### src/rtl/reservation_station_param.sv
// reservation_station_param: DEPTH-entry reservation station for one functional unit.
// Operations are captured from issue/rename, woken up by CDB broadcasts that match
// their ROB tags, and handed to the FU oldest-ready-first through a registered
// output stage. Optional feature macro: RS_FLUSH_EN adds the flush_in port and
// the squash logic. Without it the port does not exist.
//
// Handshakes:
//   Issue side    : an insert is accepted at a rising edge where
//                   valid_input_in && rs_free_for_input_out. There is no wait state;
//                   a request made while full is dropped.
//   Dispatch side : rs_output_valid_out is registered. A dispatch completes at a
//                   rising edge where rs_output_valid_out && fu_ready_in. While
//                   rs_output_valid_out && !fu_ready_in, all outputs hold stable.
module reservation_station_param #(
  parameter int DEPTH    = 4,
  parameter int ROB_IX_W = 3,
  parameter int DATA_W   = 32,
  parameter int OP_W     = 4
) (
  input  logic                         clk_in,
  input  logic                         rst_in,
  input  logic                         valid_input_in,
  output logic                         rs_free_for_input_out,
  input  logic [ROB_IX_W-1:0]          Q_i_in,
  input  logic [ROB_IX_W-1:0]          Q_j_in,
  input  logic [DATA_W-1:0]            V_i_in,
  input  logic [DATA_W-1:0]            V_j_in,
  input  logic                         i_ready_in,
  input  logic                         j_ready_in,
  input  logic [ROB_IX_W-1:0]          rob_ix_in,
  input  logic [OP_W-1:0]              opcode_in,
  input  logic                         cdb_valid_in,
  input  logic [ROB_IX_W-1:0]          cdb_rob_ix_in,
  input  logic [DATA_W-1:0]            cdb_value_in,
  input  logic                         fu_ready_in,
`ifdef RS_FLUSH_EN
  input  logic                         flush_in,
`endif
  output logic                         rs_output_valid_out,
  output logic [DATA_W-1:0]            rval1_out,
  output logic [DATA_W-1:0]            rval2_out,
  output logic [OP_W-1:0]              opcode_out,
  output logic [ROB_IX_W-1:0]          rob_ix_out,
  output logic [$clog2(DEPTH+1)-1:0]   free_count_out
);

  localparam int AGE_W = $clog2(DEPTH);
  localparam int CNT_W = $clog2(DEPTH+1);

  // Entry storage. age counts the busy entries inserted after this one, so the
  // oldest busy entry always holds the largest age and ages stay unique.
  logic [DEPTH-1:0]    busy_q, busy_d;
  logic [DEPTH-1:0]    i_rdy_q, i_rdy_d;
  logic [DEPTH-1:0]    j_rdy_q, j_rdy_d;
  logic [ROB_IX_W-1:0] q_i_q [DEPTH];
  logic [ROB_IX_W-1:0] q_i_d [DEPTH];
  logic [ROB_IX_W-1:0] q_j_q [DEPTH];
  logic [ROB_IX_W-1:0] q_j_d [DEPTH];
  logic [DATA_W-1:0]   v_i_q [DEPTH];
  logic [DATA_W-1:0]   v_i_d [DEPTH];
  logic [DATA_W-1:0]   v_j_q [DEPTH];
  logic [DATA_W-1:0]   v_j_d [DEPTH];
  logic [ROB_IX_W-1:0] rob_q [DEPTH];
  logic [ROB_IX_W-1:0] rob_d [DEPTH];
  logic [OP_W-1:0]     op_q  [DEPTH];
  logic [OP_W-1:0]     op_d  [DEPTH];
  logic [AGE_W-1:0]    age_q [DEPTH];
  logic [AGE_W-1:0]    age_d [DEPTH];

  // Registered dispatch stage.
  logic                out_valid_q, out_valid_d;
  logic [DATA_W-1:0]   rval1_q, rval1_d;
  logic [DATA_W-1:0]   rval2_q, rval2_d;
  logic [OP_W-1:0]     op_out_q, op_out_d;
  logic [ROB_IX_W-1:0] rob_out_q, rob_out_d;

  // Combinational helpers.
  logic                ins_found;
  logic [AGE_W-1:0]    ins_idx;
  logic [CNT_W-1:0]    free_cnt;
  logic                sel_found;
  logic [AGE_W-1:0]    sel_idx;
  logic [AGE_W-1:0]    sel_age;
  logic                do_ins;
  logic                do_load;
  logic                flush_w;

`ifdef RS_FLUSH_EN
  assign flush_w = flush_in;
`else
  assign flush_w = 1'b0;
`endif

  // Find the lowest-index free entry and count free entries from current busy bits.
  always_comb begin
    ins_found = 1'b0;
    ins_idx   = '0;
    free_cnt  = '0;
    for (int e = DEPTH - 1; e >= 0; e--) begin
      if (!busy_q[e]) begin
        ins_found = 1'b1;
        ins_idx   = AGE_W'(e);
        free_cnt  = free_cnt + CNT_W'(1);
      end
    end
  end

  // Pick the oldest busy entry whose operands are both ready.
  always_comb begin
    sel_found = 1'b0;
    sel_idx   = '0;
    sel_age   = '0;
    for (int e = 0; e < DEPTH; e++) begin
      if (busy_q[e] && i_rdy_q[e] && j_rdy_q[e] && (!sel_found || age_q[e] > sel_age)) begin
        sel_found = 1'b1;
        sel_idx   = AGE_W'(e);
        sel_age   = age_q[e];
      end
    end
  end

  assign do_ins  = valid_input_in && ins_found;
  assign do_load = (!out_valid_q || fu_ready_in) && sel_found;

  // Next state of the entry array: wakeup, aging, dispatch free, insert, flush.
  always_comb begin
    int a;
    a       = 0;
    busy_d  = busy_q;
    i_rdy_d = i_rdy_q;
    j_rdy_d = j_rdy_q;
    q_i_d   = q_i_q;
    q_j_d   = q_j_q;
    v_i_d   = v_i_q;
    v_j_d   = v_j_q;
    rob_d   = rob_q;
    op_d    = op_q;
    age_d   = age_q;
    for (int e = 0; e < DEPTH; e++) begin
      if (busy_q[e]) begin
        if (cdb_valid_in && !i_rdy_q[e] && (q_i_q[e] == cdb_rob_ix_in)) begin
          v_i_d[e]   = cdb_value_in;
          i_rdy_d[e] = 1'b1;
        end
        if (cdb_valid_in && !j_rdy_q[e] && (q_j_q[e] == cdb_rob_ix_in)) begin
          v_j_d[e]   = cdb_value_in;
          j_rdy_d[e] = 1'b1;
        end
        // Older entries lose one younger neighbour when a younger entry leaves,
        // and gain one on every insert.
        a = int'(age_q[e]);
        if (do_load && (age_q[e] > sel_age)) a = a - 1;
        if (do_ins) a = a + 1;
        if (a > DEPTH - 1) a = DEPTH - 1;
        age_d[e] = AGE_W'(a);
      end
      if (do_load && (e == int'(sel_idx))) begin
        busy_d[e]  = 1'b0;
        i_rdy_d[e] = 1'b0;
        j_rdy_d[e] = 1'b0;
        age_d[e]   = '0;
      end
      if (do_ins && (e == int'(ins_idx))) begin
        busy_d[e]  = 1'b1;
        q_i_d[e]   = Q_i_in;
        q_j_d[e]   = Q_j_in;
        v_i_d[e]   = V_i_in;
        v_j_d[e]   = V_j_in;
        i_rdy_d[e] = i_ready_in;
        j_rdy_d[e] = j_ready_in;
        rob_d[e]   = rob_ix_in;
        op_d[e]    = opcode_in;
        age_d[e]   = '0;
        // A broadcast in the insert cycle would otherwise be missed.
        if (cdb_valid_in && !i_ready_in && (Q_i_in == cdb_rob_ix_in)) begin
          v_i_d[e]   = cdb_value_in;
          i_rdy_d[e] = 1'b1;
        end
        if (cdb_valid_in && !j_ready_in && (Q_j_in == cdb_rob_ix_in)) begin
          v_j_d[e]   = cdb_value_in;
          j_rdy_d[e] = 1'b1;
        end
      end
      if (flush_w) begin
        busy_d[e]  = 1'b0;
        i_rdy_d[e] = 1'b0;
        j_rdy_d[e] = 1'b0;
        age_d[e]   = '0;
      end
    end
  end

  // Output stage: load from the selected entry, drop valid when drained, hold when stalled.
  always_comb begin
    out_valid_d = out_valid_q;
    rval1_d     = rval1_q;
    rval2_d     = rval2_q;
    op_out_d    = op_out_q;
    rob_out_d   = rob_out_q;
    if (do_load) begin
      out_valid_d = 1'b1;
      rval1_d     = v_i_q[sel_idx];
      rval2_d     = v_j_q[sel_idx];
      op_out_d    = op_q[sel_idx];
      rob_out_d   = rob_q[sel_idx];
    end else if (fu_ready_in) begin
      out_valid_d = 1'b0;
    end
    if (flush_w) out_valid_d = 1'b0;
  end

  // State registers with asynchronous reset.
  always_ff @(posedge clk_in or posedge rst_in) begin
    if (rst_in) begin
      busy_q      <= '0;
      i_rdy_q     <= '0;
      j_rdy_q     <= '0;
      out_valid_q <= 1'b0;
      rval1_q     <= '0;
      rval2_q     <= '0;
      op_out_q    <= '0;
      rob_out_q   <= '0;
      for (int e = 0; e < DEPTH; e++) begin
        q_i_q[e] <= '0;
        q_j_q[e] <= '0;
        v_i_q[e] <= '0;
        v_j_q[e] <= '0;
        rob_q[e] <= '0;
        op_q[e]  <= '0;
        age_q[e] <= '0;
      end
    end else begin
      busy_q      <= busy_d;
      i_rdy_q     <= i_rdy_d;
      j_rdy_q     <= j_rdy_d;
      out_valid_q <= out_valid_d;
      rval1_q     <= rval1_d;
      rval2_q     <= rval2_d;
      op_out_q    <= op_out_d;
      rob_out_q   <= rob_out_d;
      for (int e = 0; e < DEPTH; e++) begin
        q_i_q[e] <= q_i_d[e];
        q_j_q[e] <= q_j_d[e];
        v_i_q[e] <= v_i_d[e];
        v_j_q[e] <= v_j_d[e];
        rob_q[e] <= rob_d[e];
        op_q[e]  <= op_d[e];
        age_q[e] <= age_d[e];
      end
    end
  end

  assign rs_free_for_input_out = ins_found;
  assign free_count_out        = free_cnt;
  assign rs_output_valid_out   = out_valid_q;
  assign rval1_out             = rval1_q;
  assign rval2_out             = rval2_q;
  assign opcode_out            = op_out_q;
  assign rob_ix_out            = rob_out_q;

endmodule

### config.mk
export PLATFORM = sky130hd
export DESIGN_NAME = reservation_station_param
export DESIGN_NICKNAME = d
export VERILOG_FILES = /design/src/rtl/reservation_station_param.sv
export SDC_FILE = /design/constraint.sdc
export NUM_CORES = 1
export LEC_CHECK = 0
export CORE_MARGIN = 5
export CORE_UTILIZATION = 51
export DETAILED_ROUTE_END_ITERATION = 6
export GPL_TIMING_DRIVEN = 0
export PLACE_DENSITY = 0.73
export SLEW_MARGIN = 25
export SYNTH_ARGS = -nofsm -noshare
export SYNTH_HDL_FRONTEND = slang
export SYNTH_SLANG_ARGS = --single-unit
### constraint.sdc
create_clock -name clk_in -period 29.4 [get_ports clk_in]
set_clock_uncertainty 0.15 [all_clocks]
set_input_delay 8.82 -clock clk_in [delete_from_list [all_inputs] [get_ports clk_in]]
set_output_delay 8.82 -clock clk_in [all_outputs]
set_load 0.01 [all_outputs]
==> metrics.txt <==
# TYPE chip_impl_metric gauge
chip_impl_metric{name="syn-num-nets",unit=""} 2244
chip_impl_info{name="min-delay-start",value="rob_q[0]"} 1
chip_impl_metric{name="synthesis.area_per_instance",unit="um^2"} 9.272
chip_impl_info{name="layout_common_cells",value="nor2_1, dfrtp_1, o22ai_1"} 1
chip_impl_metric{name="placement.io_buffers",unit=""} 158
chip_impl_metric{name="place_worst_setup_slack",unit="ns"} 17.05
chip_impl_metric{name="worstPathMaxFanout",unit=""} 9
chip_impl_metric{name="area.growth.synth_to_final",unit="%"} 19.85
chip_impl_metric{name="setup-tns-final",unit="ns"} 0
chip_impl_metric{name="synth.ff_latch_count",unit=""} 400
chip_impl_metric{name="power_density",unit="nW/um^2"} 121.3
chip_impl_metric{name="cp_slowest_stage_delay",unit="ns"} 0.61
chip_impl_metric{name="postCtsSetupBuffers",unit=""} 0
chip_impl_metric{name="cts.reportedPaths.clkPinSlew",unit="ns"} 0.06
chip_impl_metric{name="grt_first_pass_wirelength",unit="um"} 102400
chip_impl_metric{name="grt_max_degree",unit=""} 94
chip_impl_info{name="grt_setup_unrepaired",value="no"} 1
chip_impl_metric{name="timing.slew.headroom",unit="%"} 24.52
chip_impl_metric{name="multi_input_comb_area",unit="um^2"} 8416
chip_impl_metric{name="place_inst",unit=""} 2758
chip_impl_metric{name="layout_worst_path_cycle_share",unit="%"} 40.32
chip_impl_metric{name="post-dp-hpwl",unit="um"} 45780
chip_impl_metric{name="remaining_drc_errors",unit=""} 14
chip_impl_info{name="synth.top_cells.by_area",value="dfrtp_1, nor2_1, o22ai_1"} 1
chip_impl_metric{name="sequential_share_of_the_synthesized_area",unit="%"} 51.83
chip_impl_metric{name="synth_area",unit="um^2"} 19310
chip_impl_metric{name="vdd_ir_drop_max",unit="mV"} 0.04909
chip_impl_info{name="worstSetupStartpointType",value="register"} 1
chip_impl_metric{name="cts_resized",unit=""} 0
chip_impl_info{name="netlist.top_cell.by_area",value="dfrtp_1"} 1
chip_impl_metric{name="first_global_vias",unit=""} 18005
chip_impl_metric{name="grtUsageTotal",unit="%"} 31.01
chip_impl_info{name="cts_tree",value="yes"} 1
chip_impl_metric{name="drive_above_1_share",unit="%"} 7.238
chip_impl_metric{name="final_nets",unit=""} 2453
chip_impl_metric{name="synth_warnings",unit=""} 0
chip_impl_metric{name="viasPerCell",unit=""} 6.403
chip_impl_metric{name="fin_crit",unit="ns"} 11.85
chip_impl_metric{name="detail_route.wirelength",unit="um"} 66610
chip_impl_metric{name="post_cts_hold_buffer_count",unit=""} 0
chip_impl_metric{name="synth_largest_type_area_fraction",unit="%"} 51.83
chip_impl_metric{name="yosysUniqueCellTypes",unit=""} 52
chip_impl_metric{name="dr.pass1.iters",unit=""} 7
chip_impl_metric{name="clock_latency",unit="ns"} 0.54
chip_impl_info{name="r2r-start",value="i_rdy_q[0]"} 1
chip_impl_metric{name="synth_enable_flop_cells",unit=""} 0
chip_impl_metric{name="combined_flip_flop_and_latch_cell_area",unit="um^2"} 10010
chip_impl_metric{name="worst_ep_arrival_time",unit="ns"} 2.88
chip_impl_info{name="cpMaxStageDelayCell",value="dfrtp_1"} 1
chip_impl_info{name="hold_path_class",value="register to register"} 1
chip_impl_metric{name="drv.max_cap_violation_count",unit=""} 0
chip_impl_info{name="ctsRootBufferMaster",value="clkbuf_16"} 1
chip_impl_metric{name="hold_viol",unit=""} 0
chip_impl_metric{name="antenna_cells_inserted",unit=""} 0
chip_impl_metric{name="gr-total-overflow",unit=""} 0
chip_impl_metric{name="initial_core_util",unit="%"} 51.52
chip_impl_info{name="worst_path_most_repeated_cell",value="ha_1"} 1
chip_impl_metric{name="timing.final.ws_setup",unit="ns"} 17.55
chip_impl_info{name="mostFrequentLayoutCell",value="nor2_1"} 1
chip_impl_metric{name="timing.reg2reg.worst_path_depth",unit=""} 33
chip_impl_info{name="yosys_most_used_dff",value="dfrtp_1"} 1
chip_impl_metric{name="floorplan.io_pins",unit=""} 195
chip_impl_metric{name="vias",unit=""} 18133
chip_impl_metric{name="power_leakage",unit="nW"} 9.643
chip_impl_metric{name="routed_wire_length_per_instance",unit="um"} 23.52
chip_impl_metric{name="gp_congestion",unit=""} 0.9239
chip_impl_metric{name="chipWidth",unit="um"} 204.6
chip_impl_info{name="timing.critical_path.cells",value="inv_1, ha_1, xnor2_1, ha_1, mux2_2, clkdlybuf4s50_1"} 1
chip_impl_metric{name="synthesis.instances",unit=""} 2083
chip_impl_info{name="violations",value="design-rule violations"} 1
chip_impl_info{name="run_status",value="complete, but fails checks"} 1
chip_impl_info{name="critical_path.endpoint_type",value="output pin"} 1
chip_impl_metric{name="finalSetupViolCount",unit=""} 0
chip_impl_metric{name="maxClockFrequency",unit="GHz"} 0.08436
chip_impl_metric{name="antenna_violations_before_repair",unit=""} 4
chip_impl_metric{name="cts_h_tree_lvls",unit=""} 2
chip_impl_metric{name="coreArea",unit="um^2"} 37490
chip_impl_metric{name="power",unit="mW"} 2.809
chip_impl_metric{name="final_core_utilization",unit="%"} 61.74
chip_impl_metric{name="hold-path-cell-count",unit=""} 2
chip_impl_metric{name="design.die.area",unit="um^2"} 41860
chip_impl_metric{name="ys_async_sr_fraction",unit="%"} 100.0
chip_impl_info{name="critical_path.startpoint",value="busy_q[2]"} 1
chip_impl_metric{name="cts_max_path_buffers",unit=""} 3
chip_impl_metric{name="worst_slew_pin_slew",unit="ns"} 1.132
chip_impl_metric{name="required_time_at_the_endpoint_of_the_critical_path",unit="ns"} 20.43
chip_impl_metric{name="ant_nets",unit=""} 0
chip_impl_metric{name="cts.sink_count",unit=""} 400
chip_impl_metric{name="layoutNonFillerInstCount",unit=""} 2832
chip_impl_metric{name="number_of_core_rows",unit=""} 71
chip_impl_metric{name="drv_slew",unit=""} 0
chip_impl_metric{name="number_of_clock_buffers_inserted_by_tritoncts",unit=""} 43
chip_impl_metric{name="layout.filler_cells",unit=""} 3139
chip_impl_info{name="crit_type",value="register to output pin"} 1
chip_impl_metric{name="die_height",unit="um"} 204.6
chip_impl_metric{name="detailedRoute.firstIterationViolations",unit=""} 2503
routing by layer:
layer,vias to the layer above,track usage [%],part of all wire [%]
li1,7862,-,-
met4,8,13.04,4.6
met3,247,7.345,11
met5,-,0,0.074
met2,1170,47.97,45
met1,8846,42.25,39
metrics by stage:
stage	area (um^2)	hold slack [ns]
6_report	23150	0.3267
4_1_cts	23150	0.3279
2_1_floorplan	19310	0.2955
3_5_place_dp	21690	0.3133
3_3_place_gp	21530	0.3083
5_1_grt	23150	0.3547
where the power goes:
part | internal, mW | total (mW) | leakage [nW] | switching (mW)
sequential | 0.828 | 1.01 | 4.60 | 0.177
combinational | 0.523 | 1.24 | 4.33 | 0.716
clock | 0.340 | 0.564 | 0.714 | 0.224
total | 1.69 | 2.81 | 9.64 | 1.12
cell usage after synthesis (19+ instances only):
cell      instances
mux2_2           19
a211oi_1         74
buf_1            38
a221oi_1         71
a221o_1          71
buf_2            50
ha_1             42
nand2_1         217
clkbuf_1        107
xnor2_1          19
o22ai_1         259
inv_1            23
dfrtp_1         400
nor2_1          531
final cells by class:
cell class                 instances  share of cell area [%]
sequential                       400                   43.24
multi-input combinational       1464                   36.36
timing repair buffer             164                   7.476
clock buffer                      62                   5.432
buffer                           196                   3.481
tap                              511                   2.762
clock inverter                    12                  0.8432
inverter                          23                  0.4054
flip-flops by register name, indices dropped and copies added, names as in the netlist, 8 cells and up:
signal,count
age_q,8
q_j_q,12
rval1_out,32
v_i_q,128
v_j_q,128
op_q,16
q_i_q,12
rob_q,12
rval2_out,32
worst max-delay path: cells and delay by family (launching register included):
family     cells  cell delay [ns]
xor+xnor       1             0.24
mux            1             0.27
buf+inv        2             0.61
fa+ha+maj      2             0.62
flops          1             0.61
logic make-up after synthesis:
kind of cell	after synthesis	share of synthesized area [%]
fa+ha+maj	42	2.721
xor+xnor	37	1.678
buf+inv	219	4.619
flops	400	51.83
simple gates	826	17.18
mux	29	1.652
compound gates	530	20.32
final timing paths:
path / end / slack, ns
setup / recovery: free_count_out[1] / 17.55
hold / removal: rob_q[0] / 0.33
setup reg to reg: age_q[2] / 21.25
hold reg to reg: rob_q[0] / 0.33
max in group asynchronous: v_i_q[25] / 19.30
min in group asynchronous: rval2_out[8] / 8.67
Note: power is estimated with default switching activity, not from simulation.
